--- src/rtl/pe_pkg.sv ---
// Shared constants and types for the PE operand feeder.
package pe_pkg;

    localparam int unsigned ADDR_W = 7;
    localparam int unsigned DIM    = 3;
    localparam int unsigned DATA_W = 16;
    localparam int unsigned GROUP  = 3;

    // addr[DIM-1] is most significant, so a plain unsigned compare orders coordinates
    typedef logic [DIM-1:0][ADDR_W-1:0] coord_t;

    typedef struct packed {
        coord_t              coord;
        logic [DATA_W-1:0]   w;
        logic [DATA_W-1:0]   ia;
        logic                last;
    } entry_t;

    localparam int unsigned ENTRY_W = $bits(entry_t);

    typedef enum logic [1:0] {S_IDLE, S_FILL, S_ISSUE, S_WAIT} feeder_state_t;

endpackage

--- src/rtl/pe_feeder_fifo.sv ---
// Input FIFO for pe_feeder; first-word-fall-through read, push and pop allowed together when full.
module pe_feeder_fifo
    import pe_pkg::*;
#(
    parameter int unsigned FIFO_DEPTH = 4
) (
    input  logic               i_clk,
    input  logic               i_rst_n,
    input  logic               i_push,
    input  logic [ENTRY_W-1:0] i_data,
    input  logic               i_pop,
    output logic [ENTRY_W-1:0] o_data,
    output logic               o_full,
    output logic               o_empty
);

    localparam int unsigned PTR_W = $clog2(FIFO_DEPTH);

    logic [ENTRY_W-1:0] mem [FIFO_DEPTH];
    logic [PTR_W:0]     wr_ptr_q, rd_ptr_q;
    logic               do_push, do_pop;

    assign o_empty = (wr_ptr_q == rd_ptr_q);
    assign o_full  = (wr_ptr_q[PTR_W] != rd_ptr_q[PTR_W]) &&
                     (wr_ptr_q[PTR_W-1:0] == rd_ptr_q[PTR_W-1:0]);
    assign do_pop  = i_pop && !o_empty;
    assign do_push = i_push && (!o_full || do_pop);
    assign o_data  = mem[rd_ptr_q[PTR_W-1:0]];

    always_ff @(posedge i_clk or negedge i_rst_n) begin
        if (!i_rst_n) begin
            wr_ptr_q <= '0;
            rd_ptr_q <= '0;
        end else begin
            if (do_push) wr_ptr_q <= wr_ptr_q + 1'b1;
            if (do_pop)  rd_ptr_q <= rd_ptr_q + 1'b1;
        end
    end

    always_ff @(posedge i_clk) begin
        if (do_push) mem[wr_ptr_q[PTR_W-1:0]] <= i_data;
    end

endmodule

--- src/rtl/pe_feeder.sv ---
// Packs buffered entries into groups of three and hands them to the reducer one group at a time.
// Optional coordinate-order checker: define PE_FEEDER_ORDER_CHK_EN.
module pe_feeder
    import pe_pkg::*;
#(
    parameter int unsigned FIFO_DEPTH = 4
) (
    input  logic                                 i_clk,
    input  logic                                 i_rst_n,
    input  logic                                 i_valid,
    output logic                                 o_ready,
    input  logic [DIM*ADDR_W-1:0]                i_addr,
    input  logic [DATA_W-1:0]                    i_w,
    input  logic [DATA_W-1:0]                    i_ia,
    input  logic                                 i_last,
    output logic                                 o_start,
    output logic [GROUP-1:0][DIM*ADDR_W-1:0]     o_addr,
    output logic [GROUP-1:0][DATA_W-1:0]         o_w,
    output logic [GROUP-1:0][DATA_W-1:0]         o_ia,
    input  logic                                 i_finish,
    output logic                                 o_busy,
    output logic                                 o_done,
    output logic [15:0]                          o_grp_cnt,
    output logic                                 o_order_err
);

    feeder_state_t state_q;
    logic [1:0]    slot_q;
    logic          grp_last_q;
    logic          fifo_full, fifo_empty, push, pop;
    entry_t        wr_entry, rd_entry;

    assign wr_entry = {i_addr, i_w, i_ia, i_last};
    assign o_ready  = !fifo_full;
    assign push     = i_valid && o_ready;
    assign pop      = (state_q == S_FILL) && !fifo_empty;
    assign o_busy   = (state_q != S_IDLE) || !fifo_empty;

    pe_feeder_fifo #(
        .FIFO_DEPTH (FIFO_DEPTH)
    ) u_fifo (
        .i_clk   (i_clk),
        .i_rst_n (i_rst_n),
        .i_push  (push),
        .i_data  (wr_entry),
        .i_pop   (pop),
        .o_data  (rd_entry),
        .o_full  (fifo_full),
        .o_empty (fifo_empty)
    );

    always_ff @(posedge i_clk or negedge i_rst_n) begin
        if (!i_rst_n) begin
            state_q    <= S_IDLE;
            slot_q     <= '0;
            grp_last_q <= 1'b0;
            o_start    <= 1'b0;
            o_done     <= 1'b0;
            o_grp_cnt  <= '0;
            o_addr     <= '0;
            o_w        <= '0;
            o_ia       <= '0;
        end else begin
            o_start <= 1'b0;
            o_done  <= 1'b0;
            case (state_q)
                S_IDLE: begin
                    if (!fifo_empty) begin
                        state_q <= S_FILL;
                        slot_q  <= '0;
                    end
                end
                S_FILL: begin
                    if (!fifo_empty) begin
                        // A last entry pads every later slot with its own coordinate and zero data
                        for (int j = 0; j < GROUP; j++) begin
                            if (j == int'(slot_q)) begin
                                o_addr[j] <= rd_entry.coord;
                                o_w[j]    <= rd_entry.w;
                                o_ia[j]   <= rd_entry.ia;
                            end else if (j > int'(slot_q) && rd_entry.last) begin
                                o_addr[j] <= rd_entry.coord;
                                o_w[j]    <= '0;
                                o_ia[j]   <= '0;
                            end
                        end
                        if (rd_entry.last || slot_q == 2'(GROUP - 1)) begin
                            state_q    <= S_ISSUE;
                            o_start    <= 1'b1;
                            grp_last_q <= rd_entry.last;
                        end else begin
                            slot_q <= slot_q + 2'd1;
                        end
                    end
                end
                S_ISSUE: begin
                    o_grp_cnt <= o_grp_cnt + 16'd1;
                    state_q   <= S_WAIT;
                end
                S_WAIT: begin
                    if (i_finish) begin
                        o_done  <= grp_last_q;
                        slot_q  <= '0;
                        state_q <= (!fifo_empty && !grp_last_q) ? S_FILL : S_IDLE;
                    end
                end
                default: state_q <= S_IDLE;
            endcase
        end
    end

`ifdef PE_FEEDER_ORDER_CHK_EN
    coord_t prev_q;
    logic   have_prev_q, err_q;

    always_ff @(posedge i_clk or negedge i_rst_n) begin
        if (!i_rst_n) begin
            prev_q      <= '0;
            have_prev_q <= 1'b0;
            err_q       <= 1'b0;
        end else if (push) begin
            if (have_prev_q && (coord_t'(i_addr) < prev_q)) err_q <= 1'b1;
            prev_q      <= i_addr;
            have_prev_q <= !i_last;
        end
    end

    assign o_order_err = err_q;
`else
    assign o_order_err = 1'b0;
`endif

endmodule

--- config.mk ---
export PLATFORM = sky130hd
export DESIGN_NAME = pe_feeder
export DESIGN_NICKNAME = d
export VERILOG_FILES = /design/src/rtl/pe_pkg.sv /design/src/rtl/pe_feeder_fifo.sv /design/src/rtl/pe_feeder.sv
export SDC_FILE = /design/constraint.sdc
export NUM_CORES = 1
export LEC_CHECK = 0
export CORE_UTILIZATION = 30
export CTS_BUF_LIST = sky130_fd_sc_hd__clkbuf_8
export CTS_CLUSTER_DIAMETER = 50
export CTS_CLUSTER_SIZE = 12
export DETAILED_ROUTE_END_ITERATION = 8
export PLACE_DENSITY_LB_ADDON = 0.2
export SYNTH_ARGS = -nofsm -noshare
export SYNTH_HDL_FRONTEND = slang
export SYNTH_SLANG_ARGS = --single-unit
--- constraint.sdc ---
create_clock -name i_clk -period 3.55 [get_ports i_clk]
set_input_delay 0.355 -clock i_clk [delete_from_list [all_inputs] [get_ports i_clk]]
set_output_delay 0.355 -clock i_clk [all_outputs]
set_load 0.02 [all_outputs]
==> metrics.cfg <==
[run_status]
status = complete, no violations

[critical_path]
path_max_fanout = 56
start_kind = register
reg2reg_slack_ps = 920
crit_path_start = u_fifo.rd_ptr_q[1]
worst-path-buf-inv = 2
criticalPathCategory = reg2out
slowest_delay_ps = 740
required_ps = 3190
timing.rr.end = o_addr[10]
critPathCaptureType = output pin
crit_family = buffers and inverters
crit_cells = 4
cp_slowest_cell = buf_4
crit_chain = buf_4 -> xnor2_1 -> nand4_1 -> clkdlybuf4s50_1
crit_end = o_busy
r2r-start = u_fifo.rd_ptr_q[0]
critPathArrivalTime_ps = 2900
ff2ff_path_depth = 5

[floorplanning]
core-area_um2 = 50400
pin_count = 238
die_x_um = 229
die_h_um = 229
start_util = 0.306
num_rows = 82
die_area_um2 = 52300

[power_and_ir_drop]
power.share.switching = 0.369
power_mw = 18.4
ir_worst_vdd_uv = 464
power.internal_mw = 11.6
p_leak_nw = 7.23
power_frac_clock = 0.176
power.density_nw_per_um2 = 938
switching_power_mw = 6.79
pwr-share-comb = 0.431
p_seq_frac = 0.392

[finish]
area_growth_pct = 27.5
final_cells = 1826
drive_above_1_share = 0.200
nNetsFinal = 1188
fin_area_um2 = 19600

[synthesis]
syn_avg_cell_area_um2 = 18.0
synth_top_family_by_area = multiplexers
synth_top_area_share = 0.421
synth_area_um2 = 15400
synth_top_area_cell = edfxtp_1
async_flop_share = 0.465
synth_cell_types = 40
synth_compound_gate_area_share = 0.0517
synth_seq_cells = 404
muxShareOfSynthArea = 0.150
synthAdderAreaFrac = 0.0122
synth_edf_count = 216
syn-num-nets = 929
synthCells = 856
synth-simple-area-share = 0.0270
synthXorXnorAreaFrac = 0.0142
synthTopCellsByCount = edfxtp_1 (216), dfrtp_1 (188), mux2_2 (68), mux4_2 (54), nand2_1 (47)
synth_area_leaders = edfxtp_1 (42%), dfrtp_1 (31%), mux4_2 (7.9%)
synth_ff_type = edfxtp_1
ys_warn_count = 0
ys_seq_area_frac = 0.726
yosysMostFrequentCell = edfxtp_1

[cts]
ctsRootBufferMaster = clkbuf_8
path_clk_slew_ps = 70
clk_latency_ps = 620
numCtsBuffers = 47
cts_tree = yes
clock_path_buffers = 3
cts-htree-levels = 2
post_cts_resized = 0
clock-sinks = 404

[placement]
port_buffers = 236
dp_hpwl_mm = 24.4
placed_cells = 1737
gp_congestion = 0.735
dpl_cell_area_um2 = 18700

[global_routing]
grt_max_degree = 108
antenna_found_initial = 4
grt_pass1_vias = 9227
grt_pass1_wl_mm = 59.0
gr-usage-all-layers = 0.150
overflow = 0

[detailed_routing]
vias = 8484
drc = 0
drt_wl_total_mm = 38.6
ant_nets = 0
drtIter0Drc = 410
wl_per_cell_um = 21.1
avgViaCountPerCell = 4.65
dr.pass1.iters = 4

[sta]
hold_violations = 0
grt_setup_unrepaired = false
slew_viol_final = 0
fin_worst_skew_ps = 27.4
timing.final.crit_share = 0.918
min_period_ps = 3260
tns_ps = 0
worst_slew_pin_slew_ps = 953
max_slew_margin = 0.364
fin_hold_ws_ps = 134
maxClockFrequency_mhz = 307
setup-violations-final = 0

[worst_hold_path]
hold_class = in2async

[run]
cap_violations = 0

power groups by stage:
stage,Sequential [mW],Clock [mW],Combinational (mW)
after global routing,7.42,3.57,8.54
after detailed placement,7.34,0,8.12
after global placement,7.32,0,8.06
after floorplan,8.23,0,3.63
final,7.23,3.25,7.94
after CTS,7.26,3.41,8.15
placed cells by master (no fill, tap or decap), types with 12 or more instances in the layout:
| cell type | n |
|---|---|
| clkdlybuf4s50_1 | 235 |
| edfxtp_1 | 216 |
| dfrtp_1 | 186 |
| mux2_2 | 68 |
| mux4_2 | 54 |
| clkbuf_8 | 52 |
| nand2_1 | 47 |
| o21ai_0 | 39 |
| o31ai_1 | 32 |
| a22o_1 | 29 |
| mux2_1 | 29 |
| inv_1 | 23 |
| xnor2_1 | 18 |
| buf_4 | 17 |
| ha_1 | 14 |
| nand3_1 | 12 |
worst min path at each step:
stage,to,slack [ps],cells after the start
2_1_floorplan,grp_last_q,60,0
4_1_cts,o_w[20],70,2
5_1_grt,o_w[20],90,2
3_3_place_gp,o_w[4],180,1
3_5_place_dp,o_w[4],180,1
6_report,o_w[20],130,2
sequential cells by signal, summed over array words and instances, names as in the netlist:
register and cells:
u_fifo.mem 216, o_addr 63, o_ia 48, o_w 48, o_grp_cnt 16, u_fifo.rd_ptr_q 3
u_fifo.wr_ptr_q 3, slot_q 2, state_q 2, grp_last_q 1, o_done 1, o_start 1
timing repair:
item	CTS	global route
endpoints found under the hold margin	188	0
buffers inserted	0	0
hold buffers	1	0
endpoints found under the setup margin	0	0
layer usage:
layer,global-route usage,part of all wire,vias to the layer above
li1,-,-,3810
met1,0.202,0.45,4415
met2,0.242,0.48,188
met3,0.0331,0.047,65
met4,0.0417,0.021,6
met5,0,0.00093,-
layout make-up:
type	count	area (µm²)
timing repair buffer	261	2640
fill	4686	30700
tap	672	841
clock inverter	35	238
inverter	7	26.3
clock buffer	51	702
multi-input combinational	394	4000
antenna	2	5.00
sequential	404	11200
per-stage QoR:
step / worst slack [ps] / utilization
floorplan: 774 / -
global placement: 905 / 0.371
detailed placement: 887 / 0.371
CTS: 215 / 0.390
global route: 123 / 0.390
finish: 292 / 0.390
cell families (layout without fill, tap and decap cells):
| family | count (synthesis) | in the layout |
|---|---|---|
| DFF | 404 | 404 |
| other | 1 | 3 |
| adders and majority gates | 15 | 15 |
| buffers and inverters | 58 | 354 |
| xor gates and xnor gates | 25 | 25 |
| and+or+nand+nor | 89 | 89 |
| muxes | 152 | 152 |
| AOI/OAI and AO/OA | 112 | 112 |
Note: power is estimated with default switching activity, not from simulation.
